--- src/rtl/ac_sequencer.sv ---
// Instruction sequencer for an accumulator: fetches 16-bit words, optionally fetches a
// 32-bit data operand, and issues one ADD/LOAD per instruction to the accumulator.
module ac_sequencer #(
    parameter int              ADDR_W    = 8,
    parameter logic [ADDR_W-1:0] DATA_BASE = 8'h80
) (
    input  logic              clk,
    input  logic              reset,
    input  logic              start,
    output logic              mem_req,
    output logic [ADDR_W-1:0] mem_addr,
    input  logic [31:0]       mem_rdata,
    input  logic              mem_valid,
    output logic [3:0]        opcode,
    output logic [31:0]       operand,
    output logic              busy,
    output logic              halted,
    output logic [ADDR_W-1:0] pc
);

    localparam logic [2:0] ST_IDLE   = 3'd0;
    localparam logic [2:0] ST_FETCH  = 3'd1;
    localparam logic [2:0] ST_DECODE = 3'd2;
    localparam logic [2:0] ST_OPER   = 3'd3;
    localparam logic [2:0] ST_ISSUE  = 3'd4;
    localparam logic [2:0] ST_HALT   = 3'd5;

    localparam logic [3:0] OP_ADD  = 4'h0;
    localparam logic [3:0] OP_LOAD = 4'h2;
    localparam logic [3:0] OP_NONE = 4'hF;

    logic [2:0]        state_reg, state_next;
    logic [ADDR_W-1:0] pc_reg, pc_next;
    logic [15:0]       instr_reg, instr_next;
    logic [31:0]       operand_reg, operand_next;

    logic [3:0]        instr_op;
    logic [11:0]       instr_imm;
    logic [ADDR_W-1:0] data_addr;

    assign instr_op  = instr_reg[15:12];
    assign instr_imm = instr_reg[11:0];
    // Address arithmetic wraps at ADDR_W bits, so large immediates alias into low memory.
    assign data_addr = DATA_BASE + ADDR_W'(instr_imm);

    always_ff @(posedge clk or negedge reset) begin
        if (!reset) begin
            state_reg   <= ST_IDLE;
            pc_reg      <= '0;
            instr_reg   <= '0;
            operand_reg <= '0;
        end else begin
            state_reg   <= state_next;
            pc_reg      <= pc_next;
            instr_reg   <= instr_next;
            operand_reg <= operand_next;
        end
    end

    always_comb begin
        state_next   = state_reg;
        pc_next      = pc_reg;
        instr_next   = instr_reg;
        operand_next = operand_reg;
        case (state_reg)
            ST_IDLE, ST_HALT: begin
                if (start) begin
                    pc_next    = '0;
                    state_next = ST_FETCH;
                end
            end
            ST_FETCH: begin
                if (mem_valid) begin
                    instr_next = mem_rdata[15:0];
                    state_next = ST_DECODE;
                end
            end
            ST_DECODE: begin
                case (instr_op)
                    4'h1, 4'h3: state_next = ST_OPER;
                    4'h0, 4'h2: begin
                        operand_next = {20'd0, instr_imm};
                        state_next   = ST_ISSUE;
                    end
                    4'hE: state_next = ST_HALT;
                    default: begin
                        pc_next    = pc_reg + ADDR_W'(1);
                        state_next = ST_FETCH;
                    end
                endcase
            end
            ST_OPER: begin
                if (mem_valid) begin
                    operand_next = mem_rdata;
                    state_next   = ST_ISSUE;
                end
            end
            ST_ISSUE: begin
                pc_next    = pc_reg + ADDR_W'(1);
                state_next = ST_FETCH;
            end
            default: state_next = ST_IDLE;
        endcase
    end

    // Outputs decode straight from state so reset clears them without waiting for a clock.
    always_comb begin
        mem_req  = 1'b0;
        mem_addr = '0;
        opcode   = OP_NONE;
        operand  = '0;
        case (state_reg)
            ST_FETCH: begin
                mem_req  = 1'b1;
                mem_addr = pc_reg;
            end
            ST_OPER: begin
                mem_req  = 1'b1;
                mem_addr = data_addr;
            end
            ST_ISSUE: begin
                opcode  = instr_op[1] ? OP_LOAD : OP_ADD;
                operand = operand_reg;
            end
            default: ;
        endcase
    end

    assign busy   = (state_reg != ST_IDLE) && (state_reg != ST_HALT);
    assign halted = (state_reg == ST_HALT);
    assign pc     = pc_reg;

endmodule

--- config.mk ---
export PLATFORM = sky130hd
export DESIGN_NAME = ac_sequencer
export DESIGN_NICKNAME = d
export VERILOG_FILES = /design/src/rtl/ac_sequencer.sv
export SDC_FILE = /design/constraint.sdc
export NUM_CORES = 1
export LEC_CHECK = 0
export CORE_ASPECT_RATIO = 0.75
export CORE_MARGIN = 1.5
export CORE_UTILIZATION = 53
export CTS_BUF_LIST = sky130_fd_sc_hd__clkbuf_4
export CTS_CLUSTER_SIZE = 10
export DETAILED_ROUTE_END_ITERATION = 8
export PLACE_DENSITY = 0.93
export RECOVER_POWER = 50
export SYNTH_ARGS = -nofsm -noshare
export SYNTH_HDL_FRONTEND = slang
export SYNTH_SLANG_ARGS = --single-unit
--- constraint.sdc ---
create_clock -name clk -period 4.1 [get_ports clk]
set_input_delay 0.41 -clock clk [delete_from_list [all_inputs] [get_ports clk]]
set_output_delay 0.41 -clock clk [all_outputs]
set_load 0.005 [all_outputs]
Yosys cells after proc, flatten, opt, wreduce, memory -nomap -nowiden:

Index checks and enable logic that the tools add are counted.

* add/subtract/negate cells: 2
* muxes and demuxes: 16
* equality and inequality tests: 15
* reductions and logical operators: 15

Operators with widths (number)
* $mux 32: 3
* $pmux 32 s2: 1
* $pmux 8 s3: 1
* $mux 8: 2
* $pmux 8 s2: 1
* $pmux 3 s5: 1
* $ne 2x2->1 const B: 5
* $mux 3: 3
* $pmux 3 s3: 1
* $reduce_and 3->1: 3
* $add 8x1->8 const B: 1
* $add 8x8->8 const A: 1
* $eq 4x2->1 const B: 2
* $reduce_or 2->1: 4
* $eq 3x2->1 const B: 2
* $eq 3x3->1 const B: 2
* $reduce_bool 3->1: 2
* $reduce_or 5->1: 1
* $eq 4x1->1 const B: 1
* $eq 4x4->1 const B: 1
* $logic_not 4->1: 1
* $mux 4: 1
* $eq 3x1->1 const B: 1
* $logic_not 3->1: 1
* other kinds (6): 6

* output and inout port bits: 55
* register bits: 59
* input port bits: 36
* word-level logic and storage cells: 52

Depth between registers and ports, before layout:

* depth after elaboration: 4
* mapped depth: 8
* mapped depth without buffers: 5

Worst setup path before layout:

Ideal clock, no wire load.

* path type: flip-flop to output port
* from: register state_reg[0]
* to: output port operand[10]
* path buffers: 3
* required time: 3.690 ns
* stages on the path, launching flop included: 6
* data arrival time: 1.224 ns
* slack: 2.466 ns
* path through: dfrtp_1 -> buf_6 -> inv_1 -> clkbuf_1 -> clkbuf_1 -> and3_1

* word-level cells in the longest chain between the ends: 2

Ends and longest elaborated chain
* start, declared: RTL line 32 `logic [2:0] state_reg, state_next;`
* start signal, assigned: RTL line 53 `state_reg <= state_next;`
* $eq 3x3->1: RTL line 112 `case (state_reg)`
* $mux 32: RTL line 112
* end, declared: RTL line 15 `output logic [31:0] operand,`

Every way passes these cells.

Final worst setup path:

* from: register state_reg[1]
* to: output port operand[25]

The elaborated chain is that of the path after synthesis.

==> results.md <==
- Compound-Gate Fraction of Synth Area: 11.3%
- Post-synthesis share of cell area spent on xor and xnor gates: 0.279%
- Fraction of synthesized cell area taken by the top area cell type: 47.0%
- Final setup TNS: 0 ns
- Number of post-CTS setup repair buffers: 0
- Peak Freq: 0.310 GHz
- Critical path startpoint category: flip-flop
- Wire length of the first global-routing pass: 12300 µm
- Maximum fanout along the worst path: 33
- Setup-violating endpoint count in the final report: 0
- Run status: complete, but fails checks
- Vias per Instance: 5.40
- Max-capacitance violation count: 1
- Routed wire length: 7360 µm
- Type of element capturing the critical path: output port
- Vias in the first global route: 2576
- Simple logic cell fraction of the synthesized area: 20.4%
- Area enclosed by the die boundary: 6410 µm²
- Final WS setup: 0.869 ns
- Critical path buffer and inverter count: 1
- Overall routing resource usage: 24.7%
- Number of H-tree levels: 3
- Clock Tree Root: clkbuf_4
- Placed cell area: 3950 µm²
- N_diodes: 0
- Ranking of synthesized cells by area: dfrtp_1 47%, nand2_1 6.9%, and3_1 6.6%, mux2i_1 6.4%, o21ai_0 4.9%
- Clock tree from TritonCTS: built
- Detailed Routing Iterations Pass 1: 5
- Share of flip-flops with an asynchronous set or reset after synthesis: 100%
- VDD IR max: 455 µV
- Syn-to-layout area delta: 27.3%
- Family of cells with the greatest summed delay on the critical path: simple AND/OR/NAND/NOR gates
- Mux share of post-synthesis cell area: 12.1%
- Minimum setup slack after placement: 1.25 ns
- Highest-delay cell along the critical path: nor2b_2
- Detailed-route wire length per cell: 15.2 µm
- Worst EP arrival: 2.82 ns
- Crit. path cell count: 3
- Power density over cell area: 617 nW/µm²
- Fill cells: 465
- Launch point of the worst reg-to-reg path: state_reg[0]
- # rows: 24
- Post-CTS resize count: 0
- Hold buffer count at CTS: 0
- Starting density of the core: 54.5%
- Largest family of logic cells by synthesized area: simple AND/OR/NAND/NOR gates
- Final cell area excluding filler cells: 4000 µm²
- Sinks on the clock net: 59
- Maximum number of pins on one net before global-route repair: 60
- Synthesized area per cell: 9.70 µm²
- Actual slew at the worst max-slew pin: 3.06 ns
- Min Clock Period, post-route: 3.23 ns
- Final hold violation count: 0
- Count of pins over their slew limit: 60
- Worst skew pair latency: 0.38 ns
- Vertical extent of the die: 69.7 µm
- Worst hold slack: 0.481 ns
- Prevailing post-synth register cell: dfrtp_1
- EDFF count, synth: 0
- Worst Reg2Reg Path Length in Cells: 4
- Routability congestion estimate: 0.864
- Most frequent standard cell in the layout excluding fill and tap cells: clkdlybuf4s50_1
- Total CTS buffers: 9
- Leakage Power: 1.77 nW
- Syn Std Cell Area: 3140 µm²
- Antenna-violating nets left: 0
- I/O pin total: 91
- Failing checks: max-capacitance violations, max-slew violations
- Core area: 5770 µm²
- Largest buffer count on any clock path: 2
- Post-route DRC violation count: 0
- Termination of the worst setup path: operand[25]
- Worst Skew: 0.00997 ns
- Tightest slew margin relative to the limit: -104%
- Initial antenna violation count: 0
- Category of the most critical setup path: reg -> out
- Synthesis-stage register bit count: 59
- Flip-flop count of the largest register, all copies and words added: 32
- Yosys warnings: 0
- Overall die width: 91.9 µm
- Adder-cell share of the synthesized area: 0.717%
- Number of port buffers: 90
- Endpoint of the lowest-slack register-to-register path: instr_reg[5]
- Remaining Overflow, GRT: 0
- Most frequent cells in the layout: 81 x clkdlybuf4s50_1, 59 x dfrtp_1, 58 x nand2_1
- Worst reg-to-reg setup slack: 1.27 ns
- Fraction of layout instances using a drive strength above 1: 7.65%
- Stage delay of the slowest cell on the critical path: 0.98 ns
- Net count reported at finish: 439
- Net count after synthesis: 361
- Detailed Route Iter0 Violations: 140
- Critical path launch point: state_reg[1]
- HPWL after detailed placement: 5070 µm
- Cell count after synthesis: 324
- Largest area contributor in the synthesized netlist: dfrtp_1
- Count of unique library cells instantiated by Yosys: 42
- Classification of the worst-slack hold path: reg -> reg
- Period Utilization, post-route: 78.8%
- Share of synthesized area occupied by flip-flops and latches: 47.0%
- RSZ-0062 raised after global routing: false
- Via count: 2608
- Clock transition time at the flip-flop clock pins of the worst setup and hold paths: 0.09 ns
- Final core occ: 69.4%
- Required @ worst endpoint: 3.69 ns
- Cell Chain, Critical Path: nor2b_2 > and3_1 > clkdlybuf4s50_1
## worst min-delay path, delay by kind of cell (launching register included)
kind / cells / cell delay [ns]
AO/OA/AOI/OAI: 1 / 0.06
AND/OR/NAND/NOR: 1 / 0.04
flip-flops: 1 / 0.35
## per-stage QoR
step	total power, W	instances
floorplan	0.00186	324
global placement	0.00216	469
detailed placement	0.00223	469
CTS	0.00254	483
global route	0.00267	483
finish	0.00247	483
## layout make-up
cell class              count  area (µm²)  share of cell area [%]
flip-flops and latches     59        1480                    36.9
clock buffers               9        67.6                    1.69
multi-input cells         229        1390                    34.6
well taps                  78        97.6                    2.44
repair buffers             94         918                    23.0
inverters                   9        33.8                   0.844
clock inverters             5        22.5                   0.563
## worst min-delay path by stage
| stage | start | endpoint | depth (start not counted) |
|---|---|---|---|
| floorplan | reset | instr_reg[0] | 0 |
| finish | operand_reg[17] | operand_reg[17] | 2 |
| CTS | reset | instr_reg[10] | 2 |
| global placement | operand_reg[16] | operand_reg[16] | 2 |
| global route | instr_reg[10] | instr_reg[10] | 1 |
| detailed placement | operand_reg[18] | operand_reg[18] | 2 |
## cell families after synthesis
| group | Yosys count |
|---|---|
| AO/OA/AOI/OAI | 64 |
| XOR/XNOR | 1 |
| multiplexers | 34 |
| AND/OR/NAND/NOR | 128 |
| buffers and inverters | 36 |
| adder cells (fa/ha/maj) | 2 |
| flip-flops | 59 |
## routing by layer
layer  wire length [µm]  up-vias  global-route usage, %  share of wire (%)
li1                   -     1269                      -                  -
met4                 97        0                   8.89                1.3
met1               3270     1233                   32.3                 44
met3                438        9                   6.69                6.0
met5                  0        -                      0                  0
met2               3550       97                   39.5                 48
## Yosys cell counts, types with 2 or more instances
master and n:
a21oi_1 10, a31oi_1 8, and3_1 33, buf_2 3
buf_4 3, buf_6 11, clkbuf_1 8, dfrtp_1 59
inv_1 9, mux2_2 8, mux2_4 6, mux2i_1 20
nand2_1 58, nand3_1 3, nand4_1 2, nor2_1 14
nor3_1 3, o21ai_0 31, o21ai_1 7, o21ai_2 2
o31ai_1 2, or3_1 4
## power breakdown
group          switching [W]  leakage (nW)  internal [W]  total, W
logic               0.000571         0.955      0.000529   0.00110
registers           0.000241         0.759      0.000823   0.00106
clock network       0.000193        0.0563      0.000111  0.000304
(Power assumes the default switching activity.)
